===== config.mk =====
export PLATFORM = sky130hd
export DESIGN_NAME = fetch_unit
export DESIGN_NICKNAME = d
export VERILOG_FILES = /design/src/rtl/cpu_pkg.sv /design/src/rtl/program_counter.sv /design/src/rtl/fetch_unit.sv
export SDC_FILE = /design/constraint.sdc
export NUM_CORES = 1
export LEC_CHECK = 0
export BUFFER_PORTS_ARGS = -buffer_cell sky130_fd_sc_hd__buf_2
export CORE_ASPECT_RATIO = 1.25
export CORE_MARGIN = 1.5
export CORE_UTILIZATION = 49
export DETAILED_ROUTE_END_ITERATION = 6
export PLACE_DENSITY = 0.79
export SYNTH_ARGS = -nofsm -noshare
export SYNTH_HDL_FRONTEND = slang
export SYNTH_SLANG_ARGS = --single-unit

===== constraint.sdc =====
create_clock -name clk -period 2 [get_ports clk]
set_clock_uncertainty 0.05 [all_clocks]
set_input_delay 0 -clock clk [delete_from_list [all_inputs] [get_ports clk]]
set_output_delay 0 -clock clk [all_outputs]
set_load 0.005 [all_outputs]

===== src/rtl/cpu_pkg.sv =====
// Shared definitions for the 8-bit CPU: fetch FSM states, opcode map and
// instruction-register field positions.
package cpu_pkg;

  typedef enum logic [1:0] {
    FETCH_HI = 2'd0,
    FETCH_LO = 2'd1,
    EXEC     = 2'd2,
    HALTED   = 2'd3
  } fetch_state_t;

  localparam logic [3:0] OP_NOP   = 4'd0;
  localparam logic [3:0] OP_LDI   = 4'd1;
  localparam logic [3:0] OP_LOAD  = 4'd2;
  localparam logic [3:0] OP_STORE = 4'd3;
  localparam logic [3:0] OP_ADD   = 4'd4;
  localparam logic [3:0] OP_SUB   = 4'd5;
  localparam logic [3:0] OP_AND   = 4'd6;
  localparam logic [3:0] OP_OR    = 4'd7;
  localparam logic [3:0] OP_XOR   = 4'd8;
  localparam logic [3:0] OP_INC   = 4'd9;
  localparam logic [3:0] OP_DEC   = 4'd10;
  localparam logic [3:0] OP_JMP   = 4'd11;
  localparam logic [3:0] OP_JZ    = 4'd12;
  localparam logic [3:0] OP_JNZ   = 4'd14;
  localparam logic [3:0] OP_HLT   = 4'd15;

  localparam int IR_OPCODE_MSB = 15;
  localparam int IR_OPCODE_LSB = 12;
  localparam int IR_RD_MSB     = 11;
  localparam int IR_RD_LSB     = 10;
  localparam int IR_RS_MSB     = 9;
  localparam int IR_RS_LSB     = 8;
  localparam int IR_IMM_MSB    = 7;
  localparam int IR_IMM_LSB    = 0;

  // Instructions are two bytes, so sequential flow advances by two.
  localparam logic [7:0] PC_STEP = 8'd2;

endpackage


===== src/rtl/program_counter.sv =====
// Program counter: synchronous reset, load has priority over +2 increment.
module program_counter
  import cpu_pkg::*;
#(
  parameter logic [7:0] RESET_PC = 8'h00
) (
  input  logic       clk,
  input  logic       rst,
  input  logic       load,
  input  logic [7:0] load_value,
  input  logic       inc,
  output logic [7:0] pc
);

  // NOTE: sequential state uses non-blocking assignments so every register
  // samples the pre-edge values regardless of block evaluation order.
  always_ff @(posedge clk) begin
    if (rst) begin
      pc <= RESET_PC;
    end else if (load) begin
      pc <= load_value;
    end else if (inc) begin
      pc <= pc + PC_STEP;
    end
  end

endmodule


===== src/rtl/fetch_unit.sv =====
// Instruction fetch stage: reads each 16-bit instruction big-endian as two
// bytes, presents the decoded fields and updates the PC on EXEC exit.
module fetch_unit
  import cpu_pkg::*;
#(
  parameter logic [7:0] RESET_PC = 8'h00
) (
  input  logic       clk,
  input  logic       rst,
  output logic       imem_req,
  output logic [7:0] imem_addr,
  input  logic [7:0] imem_rdata,
  input  logic       imem_valid,
  output logic       instr_valid,
  output logic [3:0] opcode,
  output logic [1:0] rd,
  output logic [1:0] rs,
  output logic [7:0] imm,
  input  logic       exec_done,
  input  logic       pc_inc_en,
  input  logic       pc_load_en,
  input  logic       halt,
  output logic [7:0] pc,
  output logic       halted
);

  fetch_state_t state, state_next;
  logic [15:0]  ir;
  logic         exec_exit;
  logic         pc_load;
  logic         pc_inc;

  // Halt suppresses any PC update on the EXEC exit edge.
  assign exec_exit = (state == EXEC) && exec_done;
  assign pc_load   = exec_exit && !halt && pc_load_en;
  assign pc_inc    = exec_exit && !halt && pc_inc_en;

  program_counter #(
    .RESET_PC (RESET_PC)
  ) u_pc (
    .clk        (clk),
    .rst        (rst),
    .load       (pc_load),
    .load_value (ir[IR_IMM_MSB:IR_IMM_LSB]),
    .inc        (pc_inc),
    .pc         (pc)
  );

  always_ff @(posedge clk) begin
    if (rst) begin
      state <= FETCH_HI;
    end else begin
      state <= state_next;
    end
  end

  always_comb begin
    // NOTE: default first so every path assigns state_next and no latch forms.
    state_next = state;
    unique case (state)
      FETCH_HI: if (imem_valid) state_next = FETCH_LO;
      FETCH_LO: if (imem_valid) state_next = EXEC;
      EXEC:     if (exec_done)  state_next = halt ? HALTED : FETCH_HI;
      HALTED:   state_next = HALTED;
      default:  state_next = FETCH_HI;
    endcase
  end

  always_ff @(posedge clk) begin
    if (rst) begin
      ir <= 16'h0000;
    end else if (state == FETCH_HI && imem_valid) begin
      ir[15:8] <= imem_rdata;
    end else if (state == FETCH_LO && imem_valid) begin
      ir[7:0] <= imem_rdata;
    end
  end

  always_comb begin
    imem_req    = 1'b0;
    imem_addr   = pc;
    instr_valid = 1'b0;
    halted      = 1'b0;
    unique case (state)
      FETCH_HI: imem_req = 1'b1;
      FETCH_LO: begin
        imem_req  = 1'b1;
        imem_addr = pc + 8'd1;
      end
      EXEC:     instr_valid = 1'b1;
      HALTED:   halted = 1'b1;
      default:  imem_req = 1'b0;
    endcase
  end

  assign opcode = ir[IR_OPCODE_MSB:IR_OPCODE_LSB];
  assign rd     = ir[IR_RD_MSB:IR_RD_LSB];
  assign rs     = ir[IR_RS_MSB:IR_RS_LSB];
  assign imm    = ir[IR_IMM_MSB:IR_IMM_LSB];

endmodule


### Yosys cells after proc, flatten, opt, wreduce, memory -nomap -nowiden

Cells that the tools add are included.

| cells by class | value |
|---|---|
| mux-type cells | 11 |
| equality and inequality tests | 6 |
| reductions and logical operators | 12 |
| bitwise gates (word level) | 1 |
| $add $sub $neg | 2 |

Operator list:

| kind | number |
|---|---|
| $mux 8 | 3 |
| $add 8x1->8 const B | 1 |
| $add 8x2->8 const B | 1 |
| $mux 2 | 4 |
| $pmux 2 s4 | 1 |
| $logic_and 1x1->1 | 6 |
| $ne 2x2->1 const B | 3 |
| $eq 2x2->1 const B | 2 |
| $mux 1 | 3 |
| $reduce_and 3->1 | 1 |
| $eq 2x1->1 const B | 1 |
| $logic_not 2->1 | 1 |
| $reduce_and 2->1 | 1 |
| $reduce_bool 2->1 | 1 |
| $reduce_or 2->1 | 1 |
| $logic_not 1->1 | 1 |
| $not 1->1 | 1 |

| storage, ports and cells | value |
|---|---|
| word-level logic and storage cells | 36 |
| output and inout port bits | 35 |
| bits in registers | 26 |
| input bits | 15 |

### Logic depth before layout (Yosys ltp)

Gate-level depths: netlist of the first run.

| depth | value |
|---|---|
| depth in word-level cells | 6 |
| depth in mapped cells | 5 |
| gate-level depth less buffers | 4 |

### Cells and area by module

A second synthesis of the first run with hierarchy kept.

| unflattened totals | value |
|---|---|
| cells, all modules | 143 |
| area total of the unflattened synthesis | 1371.3 um^2 |

Modules (own cells, without submodules):

| module | instances | cells an instance | area each (um^2) | seq. area each (um^2) |
|---|---|---|---|---|
| fetch_unit | 1 | 99 | 968.4 | 360.3 |
| program_counter | 1 | 44 | 402.9 | 160.2 |

### Worst setup path after synthesis of the first run

No wires, ideal clock.

| timing | value |
|---|---|
| path type | register to register |
| start point | register state[0] |
| end point | register u_pc.pc[6] |
| arrival | 1284 ps |
| slack | 592 ps |
| setup time | 74 ps |
| cell stages (with the launch flop) | 6 |
| period minus slack after synthesis | 1408 ps |
| required time | 1876 ps |
| path buffers | 2 |
| path through | dfxtp_1 -> buf_6 -> nor4bb_4 -> buf_6 -> mux2_1 -> a31oi_1 |

| between the ends | value |
|---|---|
| word-level cells in the longest chain between the ends | 5 |
| elaborated cells on any way between the ends | 7 |
| those cells by class | 1 x eq/ne; 1 x mux; 5 x reduce/logical |

Ends and longest elaborated chain:

| item | RTL line | text |
|---|---|---|
| start, declared | fetch_unit.sv:27 | `fetch_state_t state, state_next;` |
| start signal, assigned | fetch_unit.sv:53 | `state <= state_next;` |
| $eq 2x2->1 * | fetch_unit.sv:34 | `assign exec_exit = (state == EXEC) && exec_done;` |
| $logic_and 1x1->1 * | fetch_unit.sv:34 |  |
| $logic_and 1x1->1 * | fetch_unit.sv:35, fetch_unit.sv:36 |  |
| $logic_and 1x1->1 (on tied branches) | fetch_unit.sv:35, fetch_unit.sv:36 |  |
| $mux 8 or $reduce_bool 2->1 (tied branches) | - |  |
| end signal, assigned | program_counter.sv:21 | `pc <= load_value;` |
| end signal, assigned | program_counter.sv:23 | `pc <= pc + PC_STEP;` |
| end, declared | program_counter.sv:12 | `output logic [7:0] pc` |

Every way passes the cells marked *; elsewhere a longest branch is shown, timed or not.
A chain may end at the register's enable or synchronous reset.

### Final worst setup path of the first run

| timing | value |
|---|---|
| start point | register state[1] |
| end point | register ir[2] |

| between the ends | value |
|---|---|
| word-level cells in the longest chain between the ends | 4 |
| elaborated cells on any way between the ends | 6 |
| those cells by class | 1 x eq/ne; 1 x bitwise; 4 x reduce/logical |

Ends and longest elaborated chain:

| item | RTL line | text |
|---|---|---|
| $logic_not 2->1 | fetch_unit.sv:72 | `end else if (state == FETCH_HI && imem_valid) begin` |
| $logic_and 1x1->1 | fetch_unit.sv:72 |  |
| $not 1->1 (no line) | - |  |
| $reduce_and 2->1 (no line) * | - |  |
| end signal, assigned | fetch_unit.sv:75 | `ir[7:0] <= imem_rdata;` |
| end, declared | fetch_unit.sv:28 | `logic [15:0] ir;` |

Marks and branches as above.

==> metrics.txt, run 1 <==
Hold Vio Cnt, Final=0; Setup TNS=0 ps; Synth Area in Adders=0.0271; worst-margin pin slew=405 ps; XOR/XNOR Fraction of Synth Area=0.0443; Clock transition at path regs=140 ps; Clock Sinks=26; asr flop ratio synth=0; CP max FO=12; combinational family with the most area after synthesis=simple AND/OR/NAND/NOR gates; share of cells above drive strength 1=0.277; Warnings, synthesis=0; HP Class=input port to register; Slew Viols, Final=0; f_max=535 MHz; global route total overflow=0; Synth cell types=39; TritonCTS Buffers=3; Mean Syn Cell Area=8.49 um2; port bufs=49; minimum clock period=1870 ps; commonest non-fill, non-tap cell in the layout=buf_2; status=finished, final reports clean; Final Cycle Share=0.935; dpl cell area=1620 um2; Die X-Extent=50.5 um; H-tree levels=1; layout net count=239; DRC viols=0; PwrDens=568 nW/um2; WS Path Type=register to register; syn nets=181; crit path DAT=2030 ps; row count=21; Skew-Pair Late Insertion Delay=320 ps; Tot GR Track Use=0.231; Synth Instances=163; Crit. End Element=register; postcts setup bufs=0; Yosys reg bits=26; die area=3150 um2; Pre-antenna DRT Iters=4; switch share=0.266; Critical R2R Capture=ir[2]$_SDFFE_PP0P_; Chip Height=62.4 um; antenna viol nets, final=0; CP required=2160 ps; clock share of power=0.261; vias per cell=5.39; R2R setup slack=130 ps; initial antenna violation count=0; # setup viols final=0; Critical Path Source Type=register; cell area after layout=1800 um2; gpl congestion=0.998; reg2reg start=state[1]$_SDFFE_PP0P_; Cell Count, Final, Fillers Out=254; hold_ws=18.7 ps; Hold Path Cell Cnt=3; post-placement cell count=236; Ports=50; synth-to-layout area growth=29.8%; final wirelength=3430 um; wire length per cell=13.5 um; Mapped Area=1380 um2; Sw Pwr=272 uW; sequential area share after synthesis=0.376; FF-to-FF path depth=5; Root Buffer Master=clkbuf_4; Post-synth EDFFs=0; largest net degree at the start of global routing=23; vias in the first global route=1,324; Peak VDD IR=0.000448 V; diodes inserted=0; relative slew slack=0.730; starting density of the core=0.516; Util after Layout=0.670; CORE AREA=2680 um2; commonest cells after routing, fill and taps aside=buf_2, dfxtp_1, nor2_1; mux share of post-synthesis cell area=0.0741; top_reg_cell synth=dfxtp_1; RSZ-0062 raised after global routing=false; DPL Wire Length=2470 um; Clock Path Buffers=2; compound-gate portion of the synthesized area=0.173; combinational group share of total power=0.183; Lkg Pwr=0.816 nW; delay of the slowest critical-path stage=550 ps; share of power burned in registers=0.556; max cap viols=0; min-delay src=pc_inc_en; via count=1,368; first-iteration detailed-routing DRC count=44; CTS tree=yes; Power Internal=749 uW; CP max stage cell=dlygate4sd3_1; Hold Crit Endpoint=u_pc.pc[7]$_SDFFE_PP0P_; Simple-Gate Fraction of Synth Area=0.238; crit-path cells=and2b_1, buf_4, nand3_1, dlygate4sd3_1, a21oi_1; first-pass GRT wire length=5870 um
-- power groups by stage --
stage               clock (mW)  sequential [mW]  combinational, mW
floorplan                    0            0.570              0.115
global placement             0            0.575              0.161
detailed placement           0            0.578              0.166
CTS                      0.270            0.567              0.186
global route             0.298            0.573              0.206
finish                   0.266            0.568              0.187
-- metal layers --
layer / vias to the layer above / global-route usage / share of wire
met1: 620 / 0.274 / 0.42
li1: 693 / - / -
met4: 0 / 0.0709 / 0.0090
met3: 4 / 0.0239 / 0.047
met2: 51 / 0.426 / 0.52
met5: - / 0 / 0
-- metrics by stage --
| stage | worst slack, ps | total power [mW] |
|---|---|---|
| floorplan | 592 | 0.684 |
| global placement | 626 | 0.737 |
| detailed placement | 518 | 0.744 |
| CTS | 94.4 | 1.02 |
| global route | 14.5 | 1.08 |
| finish | 130 | 1.02 |
-- worst max-delay path by stage --
stage / startpoint / end / slack (ps) / cells after the start
global placement: u_pc.pc[2]$_SDFFE_PP0P_ / imem_addr[7] / 630 / 5
floorplan: state[0]$_SDFFE_PP0P_ / u_pc.pc[6]$_SDFFE_PP0P_ / 590 / 5
finish: state[1]$_SDFFE_PP0P_ / ir[2]$_SDFFE_PP0P_ / 130 / 5
global route: state[1]$_SDFFE_PP0P_ / ir[2]$_SDFFE_PP0P_ / 10 / 5
CTS: state[0]$_SDFFE_PP0P_ / ir[3]$_SDFFE_PP0P_ / 90 / 5
detailed placement: u_pc.pc[1]$_SDFFE_PP0P_ / imem_addr[7] / 520 / 5
-- flip-flops by register name (all words and copies together) (netlist names) --
signal / count
ir: 16
state: 2
u_pc.pc: 8
-- area by class of cell --
cell class / count / area [um2]
multi-input combinational: 119 / 769
timing repair buffer: 66 / 408
sequential: 26 / 522
tap: 34 / 42.5
fill: 240 / 883
inverter: 5 / 18.8
clock buffer: 4 / 36.3
-- Yosys cell counts, types with 3 or more instances --
cell type	count	area (um2)
xor2_1	3	26.3
nand4_1	4	25.0
dfxtp_1	26	521
and2_1	3	18.8
nor2_1	18	67.6
ha_1	3	37.5
o21ai_1	3	15.0
xnor2_1	4	35.0
and3_1	3	18.8
mux2i_1	8	80.1
buf_2	6	30.0
nand2_1	16	60.1
inv_1	5	18.8
nand3_1	9	45.0
a21oi_1	14	70.1
clkbuf_1	4	15.0
o21ai_0	7	35.0
-- worst max-delay path: cells and delay by family, from the launching register on --
kind            cells  cell delay, ps
buf+inv             2             740
simple gates        2             370
compound gates      1              60
flops               1             540
-- timing repair --
| action | 4_1_cts | 5_1_grt |
|---|---|---|
| hold buffers | 14 | 0 |
| hold endpoints to repair | 16 | 0 |
| gates resized for setup | 0 | 1 |
| setup endpoints to repair | 0 | 5 |
-- cell families after synthesis --
kind of cell,count (synthesis)
XOR/XNOR,7
adder cells (fa/ha/maj),3
flip-flops,26
buffers and inverters,18
AO/OA/AOI/OAI,37
AND/OR/NAND/NOR,62
multiplexers,10
Power figures use the tool's default switching activity.
==> run 2, diff against run 1 <==
GPL_TIMING_DRIVEN = 0   (was unset)
==> run 2 against run 1 <==
Compared with the run above:
- count of clock-buffer cells in the layout fell by 1
- global-route usage increased by 0.16 points
- highest routed layer unchanged
- setup slack better by 93 ps
- combinational power grew 6%
- total power decreased by 5.1%
- sequential power decreased by 2%
==> metrics.txt, run 2 (synthesis results as in run 1) <==
status=finished, final reports clean; diodes inserted=0 (unchanged); setup ws final=223 ps (+93.0 ps); CP max FO=8 (-4); Clock Path Buffers=2 (unchanged); Die X-Extent=50.5 um (unchanged); Final Cycle Share=0.889 (-0.0465); synth-to-layout area growth=28.6%; # setup viols final=0 (unchanged); TritonCTS Buffers=3 (unchanged); commonest cells after routing, fill and taps aside=buf_2, dfxtp_1, nor2_1; dpl cell area=1670 um2 (+2.9%); CORE AREA=2680 um2 (unchanged); vias per cell=5.59 (+3.7%); row count=21 (unchanged); met1 Usage GRT=0.278 (+0.00347); cell area after layout=1780 um2 (-0.97%); die area=3150 um2 (unchanged); met2 usage=0.421 (-0.00493); max reg flops=16 (unchanged); GRT met3 Usage=0.0407 (+0.0167); Peak VDD IR=0.000377 V (-16%); largest net degree at the start of global routing=14 (-39%); layout net count=243 (+1.7%); wire length per cell=13.3 um (-1.8%); share of cells above drive strength 1=0.287 (+0.00972); Setup WS pre-CTS=481 ps (-36.8 ps); reg2reg start=state[0]$_SDFFE_PP0P_; Top reg by flops=ir; gr busiest metal=met2; first-pass GRT wire length=6000 um (+2.2%); Slew Viols, Final=0 (unchanged); FF-to-FF path depth=5 (unchanged); Setup crit end=imem_addr[7]; Clock Sinks=26 (unchanged); gpl congestion=0.919 (-7.8%); Chip Height=62.4 um (unchanged); Lkg Pwr=0.832 nW (+1.9%); CP required=1950 ps (-210 ps); R2R setup slack=460 ps (+330 ps); WS Path Type=register to primary output; crit path DAT=1730 ps (-300 ps); DPL Wire Length=2550 um (+3.1%); port bufs=48 (-2.0%); Critical Path Source Type=register; starting density of the core=0.516 (unchanged); vias in the first global route=1,399 (+5.7%); Skew-Pair Late Insertion Delay=300 ps (-20 ps); DRC viols=0 (unchanged); Tot GR Track Use=0.233 (+0.00159); CTS tree=yes; initial antenna violation count=0 (unchanged); CP Launch Point=u_pc.pc[2]$_SDFFE_PP0P_; RSZ-0062 raised after global routing=false; Critical R2R Capture=u_pc.pc[6]$_SDFFE_PP0P_; final wirelength=3410 um (-0.67%); first-iteration detailed-routing DRC count=34 (-23%); antenna viol nets, final=0 (unchanged); PwrDens=544 nW/um2 (-4.2%); Largest regs=ir (16), u_pc.pc (8), state (2); Hold Vio Cnt, Final=0 (unchanged); H-tree levels=1 (unchanged); minimum clock period=1780 ps (-93.0 ps); global route total overflow=0 (unchanged); Cell Count, Final, Fillers Out=257 (+1.2%); relative slew slack=0.697 (-0.0325); Clock transition at path regs=130 ps (about the same); Root Buffer Master=clkbuf_4; Crit. End Element=primary output; via count=1,436 (+5.0%); commonest non-fill, non-tap cell in the layout=buf_2; Setup TNS=0 ps (unchanged); Pre-antenna DRT Iters=4 (unchanged); max cap viols=0 (unchanged); Ports=50 (unchanged); post-placement cell count=245 (+3.8%); f_max=563 MHz (+5.2%); worst-margin pin slew=454 ps (+48.8 ps); HP Class=input port to register
## run 2: final cells by class
cell class	instances	area (um2)
Fill cell	237	901
Multi-Input combinational cell	119	769
Sequential cell	26	520
Timing Repair Buffer	57	330
Buffer	13	75.1
Tap cell	34	42.5
Clock buffer	3	22.5
Inverter	5	18.8
## run 2: stage by stage
step | power, mW | hold slack (ps) | util
after floorplan | 0.684 | 19.4 | -
after detailed placement | 0.753 | 156 | 0.622
final | 0.968 | 17.5 | 0.664
after CTS | 0.974 | 9.07 | 0.664
after global placement | 0.745 | 154 | 0.622
after global routing | 1.02 | 51.2 | 0.664
## run 2: report_power, final
part / leakage [nW] / internal (mW) / switching, mW
logic: 0.606 / 0.0953 / 0.102
registers: 0.212 / 0.543 / 0.0162
clock network: 0.0138 / 0.0703 / 0.141
total: 0.832 / 0.708 / 0.260
## run 2: worst min path at each step
stage	start	slack [ps]	depth (start not counted)	endpoint
CTS	halt	9	3	state[1]$_SDFFE_PP0P_
floorplan	rst	20	1	u_pc.pc[6]$_SDFFE_PP0P_
global route	halt	50	3	state[1]$_SDFFE_PP0P_
finish	halt	20	3	state[1]$_SDFFE_PP0P_
detailed placement	rst	160	2	u_pc.pc[6]$_SDFFE_PP0P_
global placement	rst	150	2	u_pc.pc[6]$_SDFFE_PP0P_
## run 2: critical path: stages, from the launching register on
cell,delay (ps)
dfxtp_1,510
ha_1,260
nand4b_1,200
nor2_1,180
xor2_1,140
buf_2,120
## run 2: repair_timing
action,CTS,global route
hold buffers,9,0
resized for setup,0,0
endpoints found under the hold margin,17,0
buffers inserted,0,0
endpoints found under the setup margin,0,0
## run 2: per-layer routing
| layer | up-vias | part of all wire | routed length (um) |
|---|---|---|---|
| li1 | 702 | - | - |
| met1 | 667 | 0.42 | 1430 |
| met2 | 61 | 0.51 | 1740 |
| met3 | 6 | 0.059 | 202 |
| met4 | 0 | 0.011 | 37 |
| met5 | - | 0 | 0 |
